## src/rtl/counter_timeout_scheduler.sv

```systemverilog
// Round-robin arbiter that lends one shared down-counter to several requesters
// and returns a one-cycle done pulse to the owner when its interval expires.
module counter_timeout_scheduler #(
    parameter int NUM_REQ = 4,
    parameter int ID_W    = 2
) (
    input  logic                   clock,
    input  logic                   resetn,
    input  logic [NUM_REQ-1:0]     req,
    input  logic [2*NUM_REQ-1:0]   req_config,
    output logic [NUM_REQ-1:0]     done,
    output logic                   busy,
    output logic [ID_W-1:0]        grant_id,
    output logic                   cnt_load,
    output logic [1:0]             cnt_load_config,
    output logic                   cnt_reset_counter,
    input  logic                   cnt_expire
);

    typedef enum logic [2:0] {
        IDLE,
        LOAD,
        ARM,
        WAIT,
        DONE
    } state_t;

    state_t          state;
    logic [ID_W-1:0] rr_ptr;
    logic [1:0]      cfg_reg;
    logic [ID_W-1:0] pick_id;
    logic            pick_valid;
    logic [ID_W-1:0] cand;
    logic [ID_W-1:0] next_id;
    logic            owner_req;
    int              idx;

    // First requester at or after rr_ptr, wrapping around.
    always_comb begin
        pick_valid = 1'b0;
        pick_id    = '0;
        cand       = '0;
        idx        = 0;
        for (int off = 0; off < NUM_REQ; off++) begin
            idx  = (int'(rr_ptr) + off) % NUM_REQ;
            cand = ID_W'(idx);
            if (!pick_valid && req[cand]) begin
                pick_valid = 1'b1;
                pick_id    = cand;
            end
        end
    end

    assign next_id         = (grant_id == ID_W'(NUM_REQ - 1)) ? '0 : grant_id + 1'b1;
    assign owner_req       = req[grant_id];
    assign cnt_load_config = cfg_reg;

    // ARM never looks at cnt_expire: it can still be high from the previous interval.
    always_ff @(posedge clock or negedge resetn) begin
        if (!resetn) begin
            state             <= IDLE;
            rr_ptr            <= '0;
            grant_id          <= '0;
            cfg_reg           <= '0;
            done              <= '0;
            busy              <= 1'b0;
            cnt_load          <= 1'b0;
            cnt_reset_counter <= 1'b0;
        end else begin
            done              <= '0;
            cnt_load          <= 1'b0;
            cnt_reset_counter <= 1'b0;
            case (state)
                IDLE: begin
                    if (pick_valid) begin
                        grant_id <= pick_id;
                        cfg_reg  <= req_config[{pick_id, 1'b0} +: 2];
                        cnt_load <= 1'b1;
                        busy     <= 1'b1;
                        state    <= LOAD;
                    end
                end
                LOAD: begin
                    if (!owner_req) begin
                        rr_ptr <= next_id;
                        busy   <= 1'b0;
                        state  <= IDLE;
                    end else begin
                        cnt_reset_counter <= 1'b1;
                        state             <= ARM;
                    end
                end
                ARM: begin
                    if (!owner_req) begin
                        rr_ptr <= next_id;
                        busy   <= 1'b0;
                        state  <= IDLE;
                    end else begin
                        state <= WAIT;
                    end
                end
                WAIT: begin
                    if (!owner_req) begin
                        rr_ptr <= next_id;
                        busy   <= 1'b0;
                        state  <= IDLE;
                    end else if (cnt_expire) begin
                        done[grant_id] <= 1'b1;
                        state          <= DONE;
                    end
                end
                DONE: begin
                    rr_ptr <= next_id;
                    busy   <= 1'b0;
                    state  <= IDLE;
                end
                default: begin
                    busy  <= 1'b0;
                    state <= IDLE;
                end
            endcase
        end
    end

endmodule

```

## config.mk

```make
export PLATFORM = sky130hd
export DESIGN_NAME = counter_timeout_scheduler
export DESIGN_NICKNAME = d
export VERILOG_FILES = /design/src/rtl/counter_timeout_scheduler.sv
export SDC_FILE = /design/constraint.sdc
export NUM_CORES = 1
export LEC_CHECK = 0
export BUFFER_PORTS_ARGS = -buffer_cell sky130_fd_sc_hd__buf_2
export CAP_MARGIN = 25
export CORE_MARGIN = 2
export CORE_UTILIZATION = 48
export CTS_CLUSTER_DIAMETER = 100
export CTS_CLUSTER_SIZE = 10
export DETAILED_ROUTE_END_ITERATION = 10
export GPL_ROUTABILITY_DRIVEN = 0
export GPL_TIMING_DRIVEN = 0
export PLACE_DENSITY_LB_ADDON = 0.15
export SLEW_MARGIN = 40
export SYNTH_ARGS = -nofsm -noshare
export SYNTH_HDL_FRONTEND = slang
export SYNTH_SLANG_ARGS = --single-unit
```

## constraint.sdc

```tcl
create_clock -name clock -period 2.4 [get_ports clock]
set_clock_uncertainty 0.1 [all_clocks]
set_input_delay 0.48 -clock clock [delete_from_list [all_inputs] [get_ports clock]]
set_output_delay 0.48 -clock clock [all_outputs]
set_load 0.02 [all_outputs]
```

==> out/qor.yml <==
timing:
  timing.setup.tns_ps: 0
  rsz0062_at_grt: "false"
  final-setup-viol-count: 0
  worst_slew_margin_rel_pct: 68.2
  min_period_ps: 1850
  worst_hold_slack_ps: 384
  hold_viol: 0
  setup_slack_ps: 548
  fmax_mhz: 540
  slew_violations: 0
  worst_pin_slew_ps: 474
  finalCritPeriodShare_pct: 77.2
worst_setup_path:
  crit_chain: "mux4_2, nor2_2, nor2_2, nor2_4, mux2_1"
  r2r-end: "rr_ptr[0]$_DFFE_PN0P_"
  stage_delay_of_the_slowest_cell_on_the_critical_path_ps: 580
  timing.critical_path.max_delay_family: "multiplexers"
  worst-setup-path-type: "reg2reg"
  worstPathArrival_ps: 1920
  r2r_start: "grant_id[0]$_DFFE_PN0P_"
  crit_fanout: 6
  timing.critical_path.slowest_stage_cell: "mux4_2"
  required_ps: 2470
  critical_path.startpoint_type: "flip-flop"
  end_kind: "flip-flop"
  setup.reg_to_reg.worst_slack_ps: 550
  reg2regPathDepth: 5
  cp.buffers_inverters: 0
  timing.critical_path.mode_cell: "nor2_2"
floorplan:
  core_region_area_sq_mm: 0.00167
  die_area_sq_mm: 0.00208
  die_w_microns: 45.6
  die_y_microns: 45.6
  initial_core_util_pct: 49.7
  core.rowCount: 15
  num_io_pins: 26
power_and_ir_drop:
  worst_ir_drop_vdd_uv: 525
  total_power_mw: 1.19
  leakage_power_figure_nw: 0.522
  power_per_cell_area_mw_per_mm2: 1160
detailed_routing:
  route.vias.total: 655
  drt_iter0_drc: 10
  drt-wirelength-per-cell_microns: 11.6
  route.detailed.vias_per_inst: 5.24
  drt_pre_antenna_iters: 4
  remaining_drc_errors: 0
  wl_final_microns: 1450
  detail-route-antenna-nets: 0
clock_tree:
  clock-root-buffer: "clkbuf_4"
  htreeDepth: 1
  clock_path_buffers: 2
  clock_latency_of_the_later_clocked_register_in_the_worst_skew_pair_ps: 280
  clkSlewWorstSetupHoldPaths_ps: 90
  cts_inserted_buffers: 3
  cts_repair_resize_count: 0
  cts_num_sinks: 16
  tritoncts: "done"
final_layout:
  post-route-cell-area_sq_mm: 0.00102
  seqCellArea_sq_um: 400
  areaGrowthSynthToFinish_pct: 23.2
  drive_above_1_share_pct: 34.3
  multi_input_comb_area_sq_um: 415
  num-fill-cells: 157
  insertedDiodeCount: 0
  nets: 128
grt:
  antenna_found_initial: 0
  vias_in_the_first_global_route: 543
  wire_length_of_the_first_global_routing_pass_microns: 2360
  grt_max_degree: 17
  sum_of_overflow_across_all_layers_after_global_routing: 0
  groute.usage.overall_pct: 16.0
worst_hold_path:
  hp-class: "reg2reg"
  min_path_cells: 1
  holdPathEnd: "busy$_DFFE_PN0P_"
  holdCritStartpoint: "state[2]$_DFFE_PN0P_"
placed_design:
  dpl-instance-area_sq_um: 977
  hpwlAfterDp_microns: 1130
  port_buffers: 25
  dp_worst_setup_slack_ps: 445
synth:
  synth.cell_area_sq_um: 831
  yosys_warnings: 0
  seq_area_frac_synth_pct: 48.2
  netlist_cell_types: 29
  synth_edf_count: 0
  synth_nets: 97
  dominantRegCellSynth: "dfrtp_1"
  asyncSetResetFlopFracSynth_pct: 100
  ys_seq_elements: 16
  post_synth_inst_count: 78
  post_synth.cell_area_avg_sq_um: 10.7
outcome:
  status: "complete, no violations"
run:
  timing.max_cap.violations: 0
-- how the worst max path moves through the flow --
| stage | from | to | depth (start not counted) |
|---|---|---|---|
| finish | grant_id[0]$_DFFE_PN0P_ | rr_ptr[0]$_DFFE_PN0P_ | 5 |
| global route | grant_id[0]$_DFFE_PN0P_ | rr_ptr[0]$_DFFE_PN0P_ | 5 |
| CTS | grant_id[0]$_DFFE_PN0P_ | rr_ptr[0]$_DFFE_PN0P_ | 5 |
| detailed placement | req[3] | rr_ptr[1]$_DFFE_PN0P_ | 6 |
| global placement | req[3] | rr_ptr[1]$_DFFE_PN0P_ | 6 |
| floorplan | grant_id[0]$_DFFE_PN0P_ | rr_ptr[0]$_DFFE_PN0P_ | 5 |
-- kinds of logic (layout without fill, tap and decap cells) --
family	Yosys count	after routing	synth area share [%]
AO/OA/AOI/OAI	18	18	14.3
buffers and inverters	4	34	1.81
multiplexers	6	6	9.04
adder cells (fa/ha/maj)	4	4	6.02
AND/OR/NAND/NOR	30	30	20.6
flip-flops	16	16	48.2
-- through the flow --
step | utilization, % | instances
floorplan | - | 78
global placement | 58.5 | 120
detailed placement | 58.5 | 120
CTS | 61.3 | 125
global route | 61.3 | 125
finish | 61.3 | 125
-- cell usage after synthesis, types with 2 or more instances --
cell	number	share of area, %
inv_1	3	1.4
o311ai_1	2	2.1
mux2i_1	3	3.6
o21ai_0	4	2.4
mux2_1	2	2.7
ha_1	4	6.0
a21boi_0	2	1.8
nor2_2	2	1.5
nor3b_1	2	1.8
and3_1	2	1.5
nand2_1	7	3.2
nand2b_1	3	2.3
nor2_1	3	1.4
dfrtp_1	16	48
a21oi_1	3	1.8
nand3_1	2	1.2
o211ai_1	2	1.8
and2_1	5	3.8
-- power breakdown --
group / internal, mW / switching (mW)
logic: 0.233 / 0.325
registers: 0.367 / 0.0833
clock network: 0.0922 / 0.0841
-- flip-flops by register name, indices dropped and copies added (netlist names) --
signal             cells
done                   4
state                  3
grant_id               2
rr_ptr                 2
cnt_load_config        2
cnt_load               1
cnt_reset_counter      1
busy                   1
-- per-layer routing --
layer  vias up  routed length [microns]  share of wire, %  global-route usage [%]
met5         -                        0                 0                       0
met2        22                      661                45                    23.9
met4         0                       21               1.4                    10.6
li1        335                        -                 -                       -
met3         2                       74               5.1                    1.19
met1       296                      696                48                    22.1
-- final cells by class --
| class | instances | share of cell area, % |
|---|---|---|
| multi-input cells | 58 | 40.6 |
| flip-flops and latches | 16 | 39.1 |
| well taps | 17 | 2.08 |
| repair buffers | 26 | 13.2 |
| clock buffers | 4 | 3.55 |
| inverters | 4 | 1.47 |
-- cell usage in the layout, fill, tap and decap left out, types with 2 or more instances in the layout --
master,synthesis,final
nor3b_1,2,2
a21oi_1,3,3
nor2_1,3,3
nand3_1,2,2
mux2_1,2,2
o311ai_1,2,2
and2_1,5,5
nand2_1,7,7
mux2i_1,3,3
a21boi_0,2,2
dfrtp_1,16,16
nor2_2,2,2
and3_1,2,2
buf_2,0,25
ha_1,4,4
o211ai_1,2,2
clkbuf_4,0,3
o21ai_0,4,4
inv_1,3,3
nand2b_1,3,3
-- timing repair --
action                                 4_1_cts  5_1_grt
hold buffers                                 1        0
endpoints found under the hold margin       15        0
setup buffers                                0        0
Note: power is estimated with default switching activity, not from simulation.
